### src/rtl/reg_file_param.sv
`default_nettype none
// ============================================================================
//  Module     : reg_file_param
//  Description: Parameterised register file with two combinational read
//               ports (write bypass), one write port, and a multiply-result
//               register whose halves are written back to a register pair
//               over two cycles.
//  Revision   : 1.0 - initial release
// ============================================================================
module reg_file_param #(
  parameter int WIDTH    = 16,
  parameter int DEPTH    = 8,
  parameter int AW       = $clog2(DEPTH),
  parameter int ZERO_REG = 0
) (
  input  logic               Clock,
  input  logic               Reset_n,
  input  logic [AW-1:0]      RS,
  input  logic [AW-1:0]      RT,
  input  logic [AW-1:0]      RD,
  input  logic [WIDTH-1:0]   WriteData,
  input  logic               RegWrite,
  input  logic               MulRegWrite,
  input  logic [2*WIDTH-1:0] MulResult,
  output logic [WIDTH-1:0]   ReadRS,
  output logic [WIDTH-1:0]   ReadRT,
  output logic [WIDTH-1:0]   MulHi,
  output logic [WIDTH-1:0]   MulLo,
  output logic               Busy
);

  typedef enum logic [1:0] {
    IDLE  = 2'd0,
    WB_LO = 2'd1,
    WB_HI = 2'd2
  } state_t;

  localparam logic [AW-1:0] c_idxOne  = {{(AW-1){1'b0}}, 1'b1};
  localparam logic [AW-1:0] c_idxZero = '0;

  state_t             r_state;
  state_t             w_stateNext;
  logic [2*WIDTH-1:0] r_mulReg;
  logic [AW-1:0]      r_base;
  logic [AW-1:0]      w_baseInc;
  logic [WIDTH-1:0]   r_regs [DEPTH];

  logic               w_wrReq;
  logic               w_wrEn;
  logic [AW-1:0]      w_wrIdx;
  logic [WIDTH-1:0]   w_wrData;
  logic               w_mulAccept;

  // High half of the pair goes to the next index, wrapping modulo DEPTH
  assign w_baseInc = r_base + c_idxOne;

  // Next-state and write-port selection; strobes are only honoured in IDLE
  always_comb begin
    w_stateNext = r_state;
    w_wrReq     = 1'b0;
    w_wrIdx     = RD;
    w_wrData    = WriteData;
    w_mulAccept = 1'b0;
    case (r_state)
      IDLE: begin
        if (RegWrite) begin
          w_wrReq  = 1'b1;
          w_wrIdx  = RD;
          w_wrData = WriteData;
        end
        if (MulRegWrite) begin
          w_mulAccept = 1'b1;
          w_stateNext = WB_LO;
        end
      end
      WB_LO: begin
        w_wrReq     = 1'b1;
        w_wrIdx     = r_base;
        w_wrData    = r_mulReg[WIDTH-1:0];
        w_stateNext = WB_HI;
      end
      WB_HI: begin
        w_wrReq     = 1'b1;
        w_wrIdx     = w_baseInc;
        w_wrData    = r_mulReg[2*WIDTH-1:WIDTH];
        w_stateNext = IDLE;
      end
      default: w_stateNext = IDLE;
    endcase
  end

  // A write commits only outside reset and never to a hardwired zero register
  assign w_wrEn = w_wrReq && Reset_n && !((ZERO_REG != 0) && (w_wrIdx == c_idxZero));

  // FSM state, multiply register and captured base index
  always_ff @(posedge Clock) begin
    if (!Reset_n) begin
      r_state  <= IDLE;
      r_mulReg <= '0;
      r_base   <= '0;
    end else begin
      r_state <= w_stateNext;
      if (w_mulAccept) begin
        r_mulReg <= MulResult;
        r_base   <= RD;
      end
    end
  end

  genvar gi;
  generate
    for (gi = 0; gi < DEPTH; gi++) begin : g_regs
      // One storage word per index, written when the commit targets it
      always_ff @(posedge Clock) begin
        if (!Reset_n) begin
          r_regs[gi] <= '0;
        end else if (w_wrEn && (w_wrIdx == AW'(gi))) begin
          r_regs[gi] <= w_wrData;
        end
      end
    end
  endgenerate

  // Read with bypass of the word being committed this cycle
  function automatic logic [WIDTH-1:0] readPort(input logic [AW-1:0] idx);
    logic [WIDTH-1:0] val;
    if ((ZERO_REG != 0) && (idx == c_idxZero)) begin
      val = '0;
    end else if (w_wrEn && (w_wrIdx == idx)) begin
      val = w_wrData;
    end else begin
      val = r_regs[idx];
    end
    return val;
  endfunction

  // Port A read
  always_comb begin
    ReadRS = readPort(RS);
  end

  // Port B read
  always_comb begin
    ReadRT = readPort(RT);
  end

  assign MulHi = r_mulReg[2*WIDTH-1:WIDTH];
  assign MulLo = r_mulReg[WIDTH-1:0];
  assign Busy  = (r_state == WB_LO) || (r_state == WB_HI);

endmodule
`default_nettype wire

### config.mk
export PLATFORM = sky130hd
export DESIGN_NAME = reg_file_param
export DESIGN_NICKNAME = d
export VERILOG_FILES = /design/src/rtl/reg_file_param.sv
export SDC_FILE = /design/constraint.sdc
export NUM_CORES = 1
export LEC_CHECK = 0
export CAP_MARGIN = 25
export CELL_PAD_IN_SITES_DETAIL_PLACEMENT = 1
export CELL_PAD_IN_SITES_GLOBAL_PLACEMENT = 1
export CORE_ASPECT_RATIO = 0.75
export CORE_UTILIZATION = 44
export DETAILED_ROUTE_END_ITERATION = 6
export PLACE_DENSITY_LB_ADDON = 0.1
export SKIP_LAST_GASP = 1
export SYNTH_ARGS = -nofsm -noshare
export SYNTH_HDL_FRONTEND = slang
export SYNTH_SLANG_ARGS = --single-unit
### constraint.sdc
create_clock -name Clock -period 3.3 [get_ports Clock]
set_input_delay 0.33 -clock Clock [delete_from_list [all_inputs] [get_ports Clock]]
set_output_delay 0.33 -clock Clock [all_outputs]
set_load 0.005 [all_outputs]
After elaboration in Yosys (flattened, before gate mapping)
Memories as Yosys holds them, arrays and structs flattened.
Cells that the tools add are included.

cells by class
  add/sub/neg operators = 1
  equal/unequal tests = 12
  mux-type cells = 43
  bitwise logic cells = 8
  reduce and logical (&&, ||, !) cells = 15

operators by type and width
  kind                                                 number
  2-to-1 mux 16 bit                                    10
  one-hot mux 16 bit (2 select lines)                  1
  2-to-1 mux 1 bit                                     28
  equality test 3 bit, second input constant           4
  logical AND 1 bit                                    11
  bitwise OR 1 bit                                     8
  equality test 3 x 2 -> 1 bit, second input constant  2
  equality test 3 bit                                  2
  one-hot mux 3 bit (2 select lines)                   1
  one-hot mux 2 bit (2 select lines)                   1
  adder 3 x 1 -> 3 bit, second input constant          1
  equality test 3 x 1 -> 1 bit, second input constant  1
  logical NOT 3 bit                                    1
  equality test 2 x 1 -> 1 bit, second input constant  1
  equality test 2 bit, second input constant           1
  logical NOT 2 bit                                    1
  2-to-1 mux 2 bit                                     1
  != test 2 bit, second input constant                 1
  one-hot mux 1 bit (2 select lines)                   1
  OR reduction 2 bit                                   1
  logical OR 1 bit                                     1

word-level totals
  flip-flop bits (word level) = 37
  memory bits (writable) = 128
  bits of input ports = 61
  logic and storage cells = 83
  memories kept = 1

memories
  memory  words  bits a word  read ports  clocked after Yosys merged registers in  wr ports  line  source
  r_regs  8      16           2           0                                        8         46    logic [WIDTH-1:0] r_regs [DEPTH];

Longest topological paths before layout
Gate-level depths: netlist (run 1).

  depth after elaboration = 9
  gate-level depth with buffers = 12

Least setup slack after synthesis (run 1)
OpenSTA, ideal clock, no wires.

  path kind = register -> register
  start point = register r_state[0]
  end point = memory r_regs[4][0] (enable)
  library setup time = 0.372 ns
  data arrival time = 2.512 ns
  path slack = 0.417 ns
  cell stages (with the launch flop) = 10
  path buffers = 3
  clock period less this slack = 2.883 ns
  path through = dfxtp_1 > inv_1 > ha_1 > clkbuf_1 > o21a_1 > a21oi_1 > buf_2 > nand3_1 > clkbuf_1 > nand2_1

RTL lines
  what                    line  source
  from (decl)             41    state_t r_state;
  from (signal assigned)  102   r_state <= w_stateNext;
  to (decl)               46

Final worst setup path (run 1)
  start point = register r_state[1]
  end point = output port ReadRT[9]

on the way
  cells in the longest elaborated chain, start to end = 6
  elaborated cells between the ends (all ways) = 11
  those cells by class = eq/ne: 3; mux: 4; reduce/logical: 4

RTL lines
  what                                                                        line  source
  equality test 2 x 1 -> 1 bit / equality test 2 bit (equally long branches)  64    case (r_state)
  OR reduction 2 bit (no line)                                                -
  one-hot mux 1 bit (2 select lines)                                          64
  logical AND 1 bit                                                           93    assign w_wrEn = w_wrReq && Reset_n && !((ZERO_REG != 0) && (w_wrIdx == c_idxZero));
  logical AND 1 bit                                                           129   end else if (w_wrEn && (w_wrIdx == idx)) begin
  2-to-1 mux 16 bit *                                                         129
  to (decl)                                                                   26    output logic [WIDTH-1:0] ReadRT,

Mark *: on every way between the ends. The rest lies on a longest branch, timed or not.

==> results of run 1 <==
[where the power goes]
part           leakage [nW]  internal [mW]  total, mW  switching (mW)
combinational          2.64           1.09       2.73            1.64
clock                 0.302           1.22       2.17           0.953
sequential             1.63           2.46       2.59           0.125
total                  4.58           4.77       7.49            2.72
[synth_stat cells]
library cell	instances
o21ai_1	16
nor3_4	1
and2_1	2
nand3_1	39
o211ai_1	16
buf_1	4
a21o_1	2
nor3_1	33
inv_1	4
o31ai_1	1
or3_1	2
a22oi_1	33
xnor2_1	2
mux2i_1	3
inv_2	1
a21oi_1	18
buf_2	12
xnor2_4	1
dfxtp_1	37
nor3b_1	1
nor2_4	1
nand2b_1	1
or2_1	1
nor4_1	14
a211oi_1	2
a31oi_1	16
o22a_1	1
a31o_2	14
buf_6	2
nor2b_1	4
mux2_2	1
clkbuf_1	74
or3b_1	1
a21boi_0	35
nor2_1	147
nand2_1	100
o21a_1	1
a21o_4	1
mux4_2	64
ha_1	7
edfxtp_1	128
o21ai_0	19
[repair_timing]
action | in CTS | in global routing
setup endpoints to repair | 32 | 30
pin swaps | 26 | 34
setup buffers | 15 | 9
resized for setup | 126 | 68
cloned | 2 | 3
[worst min path at each step]
stage / end / slack (ps) / cells past startpoint
after floorplan: r_base[2] / 450 / 2
after global placement: r_mulReg[30] / 470 / 2
after detailed placement: r_mulReg[25] / 480 / 2
after CTS: r_mulReg[25] / 430 / 3
after global routing: r_mulReg[9] / 470 / 3
final: r_mulReg[7] / 450 / 3
[worst register-to-register path: stages (launching register included)]
cell	delay (ps)
dfxtp_4	360
buf_6	120
ha_4	170
buf_6	160
nor2b_1	150
o21ai_2	310
a21o_1	220
buf_12	230
nand3_1	160
nand2_1	380
buf_12	210
[per-layer routing]
metal	up-vias	wire length, um	global-route usage (%)
met5	-	0	0
met4	0	1550	13.6
met3	113	3550	7.04
met2	553	17600	55.8
met1	4431	14900	46.5
li1	3548	-	-
[layout make-up]
type                    count  area [um^2]  share of cell area [%]
well taps                 282          353                    2.83
repair buffers            233         2210                    17.7
clock buffers              18          429                    3.44
multi-input cells         602         4670                    37.5
clock inverters            14          190                    1.52
flip-flops and latches    165         4590                    36.8
inverters                   5         23.8                   0.191
[state kept, by name, summed over array words and instances (netlist names)]
name      count
r_regs      128
r_mulReg     32
r_base        3
r_state       2
[metrics by stage]
stage,utilization [%],worst slack [ps]
global route,61.0,-228
global placement,54.9,21.0
detailed placement,54.9,-157
finish,61.0,-162
floorplan,-,417
CTS,59.6,-120
[cell families after synthesis]
group,Yosys count
AND/OR/NAND/NOR,347
AO/OA/AOI/OAI,175
flip-flops,165
buffers and inverters,97
multiplexers,68
adder cells (fa/ha/maj),7
XOR/XNOR,3
==> run_results.csv, run 1 <==
group,metric,value,unit
power_and_ir_drop,peakVddDrop,0.340,mV
layout,nFillCells,2112,
layout,nets,1092,
synth,synthMuxAreaShare,16.0,%
critical_path,cp-endpoint,"ReadRT[9]",
sta,setup_tns,-312,ps
routing,via_per_inst,6.55,
critical_path,arrival,3130,ps
synth,syn_avg_cell_area,10.7,um^2
floorplan,core-area,0.0204,mm^2
hold_path,min-delay-start,"MulResult[7]",
critical_path,cp_max_fo,6,
floorplan,die_y,128,um
clock_tree,ctsLongestPathBuffers,2,
synth,synth_cells,862,
critical_path,r2r_slack,540,ps
layout,layout_commonest_cell,"nor2_1",
synth,ys_seq_area_share,49.5,%
routing,drc,0,
critical_path,cp.depth,11,
run_status,status,"finished, violations left",
critical_path,critPathRequiredTime,2970,ps
clock_tree,cts_root_buffer,"clkbuf_16",
sta,worstMarginPinSlew,1020,ps
hold_path,hp-class,"in2reg",
synth,synth_top_area_share,41.5,%
synth,synthesis.area,0.00926,mm^2
place,post_dp_cell_area,0.0112,mm^2
critical_path,path_cells,"inv_4 -> ha_4 -> buf_6 -> nor2b_2 -> or3_4 -> buf_4 -> a21o_2 -> nor4_1 -> a21oi_1 -> a22oi_1 -> buf_2",
synth,syn_nets,930,
floorplan,dieArea,0.0216,mm^2
synth,ys_seq_elements,165,
power_and_ir_drop,power_density,601,mW/mm^2
synth,synth.area.top_cells,"edfxtp_1 (41%), mux4_2 (16%), dfxtp_1 (8.0%)",
global_routing,gr-total-overflow,0,
run,cap_violations,0,
sta,setup_viol,5,
sta,min_period,3460,ps
layout,drive_gt1_share,28.8,%
clock_tree,cts_buffers,17,
routing,drt-initial-drc-count,1051,
global_routing,grt_pass1_vias,8564,
place,io_buffers,125,
run_status,violations,"negative setup slack",
floorplan,pin_count,126,
critical_path,startpoint,"r_state[1]",
clock_tree,clkTransAtPathRegs,70,ps
global_routing,grt_max_degree,48,
synth,synth_top_family_by_area,"multiplexers",
place,gp_congestion,0.933,
critical_path,cp_slowest_cell,"nor4_1",
floorplan,row_count,45,
global_routing,antenna_found_initial,0,
routing,ant_nets,0,
critical_path,start_kind,"register",
critical_path,cp-end-kind,"output port",
critical_path,max_stage_delay,500,ps
layout,area_growth,34.6,%
place,placed_cells,1258,
synth,synth-compound-area-share,12.8,%
global_routing,grt.total_usage,34.7,%
layout,stdcell_count,1319,
floorplan,die_w,170,um
power_and_ir_drop,total_power,7.49,mW
sta,drv_slew,0,
clock_tree,hold_buffers,0,
critical_path,reg2reg_to,"r_regs[3][12]",
sta,fmax,0.289,GHz
synth,yosysWarningCount,0,
clock_tree,clock_latency,440,ps
sta,relSlewSlack,31.3,%
sta,whs,446,ps
global_routing,grt_pass1_wl,54200,um
critical_path,r2r-start,"r_state[1]",
layout,layout_common_cells,"nor2_1 (146), edfxtp_1 (128), nand2_1 (99), clkdlybuf4s50_1 (91), buf_4 (78)",
sta,postLayoutSetupSlackWorst,-162,ps
power_and_ir_drop,cellLeakagePower,4.58,nW
critical_path,path_class,"reg2out",
critical_path,rr_worst_depth,10,
sta,hold_viol,0,
critical_path,critPathTopFamily,"simple AND/OR/NAND/NOR gates",
sta,period_share,105,%
clock_tree,h-tree-depth,4,
place,dp_hpwl,24400,um
routing,vias,8645,
routing,routed_wl,37600,um
sta,rsz0062_at_grt,"true",
clock_tree,tritoncts,"done",
synth,synth_simple_gate_area_share,16.0,%
routing,drt_pass1_iterations,6,
routing,routedWlPerCell,28.5,um
synth,synthAdderAreaFrac,0.946,%
clock_tree,cts_sinks,165,
layout,fin_area,0.0125,mm^2
synth,synth_cell_types,42,
synth,synthXorXnorAreaFrac,0.486,%
layout,n_antenna_cell,0,
sta,fin_worst_skew,12.4,ps
critical_path,path_buf_inv,4,
synth,synth_top_cell_by_area,"edfxtp_1",
floorplan,initial_core_util,45.3,%
No activity file was read; power rests on OpenSTA's default activity.
==> run 2: changes to the inputs <==
Settings changed: GPL_ROUTABILITY_DRIVEN from default to 0.
Clock period 3.3 ns to 3.4 ns, I/O delays scaled along.
==> run 2 against run 1 <==
  * The run now ends clean
  * Critical endpoint is now ReadRS[14]
  * Sequential share of layout area is 0.65 points higher
  * Combinational power is 8.1% lower
  * Critical path depth stayed put
  * Highest routed layer unchanged
  * Setup slack better by 190 ps
==> run_results.csv, run 2 (synthesis results as in run 1) <==
group,metric,value,unit
floorplan,core-area,0.0204,mm^2
power_and_ir_drop,p_clk_share,27.8,%
clock_tree,cts_buffers,17,
critical_path,cp_max_fo,4,
floorplan,die_w,170,um
place,io_buffers,125,
floorplan,dieArea,0.0216,mm^2
critical_path,cp_slowest_cell,"or3_4",
global_routing,grt_pass1_vias,8715,
critical_path,start_kind,"register",
sta,fmax,0.296,GHz
critical_path,arrival,3040,ps
layout,regMostFlops,"r_regs",
sta,postLayoutSetupSlackWorst,23.4,ps
critical_path,path_cells,"buf_4 -> ha_4 -> mux2_4 -> or3_4 -> a22oi_2 -> buf_4 -> and2_4 -> buf_4 -> a31oi_1 -> a22oi_2 -> dlygate4sd2_1",
clock_tree,clock_latency,440,ps
hold_path,hp-class,"in2reg",
layout,largest_reg_flops,128,
routing,drt-initial-drc-count,1025,
floorplan,pin_count,126,
layout,layout_common_cells,"nor2_1 (147), edfxtp_1 (128), nand2_1 (99), buf_4 (97), clkdlybuf4s50_1 (91)",
sta,drv_slew,0,
clock_tree,ctsLongestPathBuffers,2,
sta,min_period,3380,ps
floorplan,die_y,128,um
global_routing,antenna_found_initial,0,
place,placed_cells,1259,
global_routing,grt_max_degree,60,
layout,drive_gt1_share,27.7,%
critical_path,path_buf_inv,4,
layout,stdcell_count,1327,
sta,worstMarginPinSlew,638,ps
clock_tree,tritoncts,"done",
layout,top_regs,"r_regs: 128 flops, r_mulReg: 32 flops, r_base: 3 flops",
layout,layout_commonest_cell,"nor2_1",
power_and_ir_drop,combPwrFrac,36.1,%
critical_path,critPathTopFamily,"buffers and inverters",
power_and_ir_drop,cellLeakagePower,4.55,nW
power_and_ir_drop,swShare,37.1,%
critical_path,startpoint,"r_state[1]",
clock_tree,clkTransAtPathRegs,80,ps
layout,n_antenna_cell,0,
critical_path,r2r-start,"r_state[0]",
global_routing,grt_pass1_wl,53900,um
clock_tree,cts_sinks,165,
layout,nFillCells,2144,
global_routing,gr-total-overflow,0,
critical_path,reg2reg_to,"r_regs[4][5]",
routing,drc,0,
critical_path,cp-endpoint,"ReadRS[14]",
run,cap_violations,0,
routing,routedWlPerCell,27.4,um
run_status,status,"finished clean",
critical_path,critPathRequiredTime,3060,ps
critical_path,r2r_slack,550,ps
sta,fin_worst_skew,13.5,ps
sta,period_share,99.3,%
power_and_ir_drop,switching_power,2.58,mW
power_and_ir_drop,total_power,6.96,mW
critical_path,path_class,"reg2out",
sta,setup_viol,0,
floorplan,initial_core_util,45.3,%
global_routing,grt.total_usage,34.5,%
sta,rsz0062_at_grt,"true",
power_and_ir_drop,p_seq_share,36.1,%
routing,vias,8480,
routing,via_per_inst,6.39,
critical_path,max_stage_delay,340,ps
power_and_ir_drop,peakVddDrop,0.314,mV
critical_path,crit_top_cell,"buf_4",
place,pre_cts_slack,3.60,ps
power_and_ir_drop,p_int,4.38,mW
layout,area_growth,32.3,%
routing,ant_nets,0,
place,dp_hpwl,24700,um
critical_path,cp-end-kind,"output port",
critical_path,cp.depth,11,
sta,relSlewSlack,57.2,%
sta,hold_viol,0,
routing,routed_wl,36400,um
power_and_ir_drop,power_density,568,mW/mm^2
clock_tree,h-tree-depth,4,
critical_path,rr_worst_depth,11,
routing,drt_pass1_iterations,5,
sta,setup_tns,0,ps
floorplan,row_count,45,
clock_tree,cts_root_buffer,"clkbuf_16",
layout,nets,1100,
-- run 2: worst min path at each step --
stage                    to  cells past startpoint  slack, ps          start
2_1_floorplan     r_base[2]                      2        450      r_base[2]
3_3_place_gp   r_mulReg[22]                      2        470   r_mulReg[22]
3_5_place_dp   r_mulReg[25]                      2        480   r_mulReg[25]
4_1_cts        r_mulReg[22]                      3        450  MulResult[22]
5_1_grt        r_mulReg[27]                      3        460  MulResult[27]
6_report        r_mulReg[5]                      3        460   MulResult[5]
-- run 2: metrics by stage --
stage	hold slack, ps	cell area [um^2]	util, %
after floorplan	453	9260	-
after global placement	472	11200	54.7
after detailed placement	480	11200	54.7
after CTS	448	12100	59.3
after global routing	462	12300	59.9
final	464	12300	59.9
-- run 2: worst register-to-register path, delay by kind of cell (launching register included) --
kind / cells / cell delay, ps
fa+ha+maj: 1 / 260
flops: 1 / 370
buf+inv: 6 / 930
compound gates: 2 / 510
simple gates: 2 / 460
-- run 2: cell type report --
| class | instances | area, um^2 | share of cell area [%] |
|---|---|---|---|
| flip-flops and latches | 165 | 4590 | 37.5 |
| multi-input cells | 601 | 4520 | 36.9 |
| repair buffers | 242 | 2180 | 17.8 |
| clock buffers | 17 | 425 | 3.47 |
| well taps | 282 | 353 | 2.88 |
| clock inverters | 15 | 160 | 1.31 |
| inverters | 5 | 21.3 | 0.174 |
-- run 2: routing by layer --
layer	GRT usage, %	part of all wire (%)	up-vias
li1	-	-	3564
met3	9.32	10	99
met2	56.5	47	563
met4	11.4	2.8	0
met1	44.6	40	4254
met5	0	0	-
-- run 2: repair_timing --
| action | CTS | global route |
|---|---|---|
| gates cloned | 1 | 1 |
| setup buffers | 24 | 10 |
| hold buffers | 0 | 0 |
| pin swaps | 19 | 26 |
| resized for setup | 103 | 39 |
| setup endpoints to repair | 32 | 27 |
-- run 2: power by group through the flow --
| stage | clock [mW] | sequential (mW) | combinational (mW) |
|---|---|---|---|
| 3_3_place_gp | 0 | 2.52 | 2.15 |
| 2_1_floorplan | 0 | 2.50 | 1.15 |
| 5_1_grt | 2.01 | 2.53 | 2.62 |
| 3_5_place_dp | 0 | 2.54 | 2.23 |
| 6_report | 1.94 | 2.51 | 2.51 |
| 4_1_cts | 1.95 | 2.51 | 2.37 |
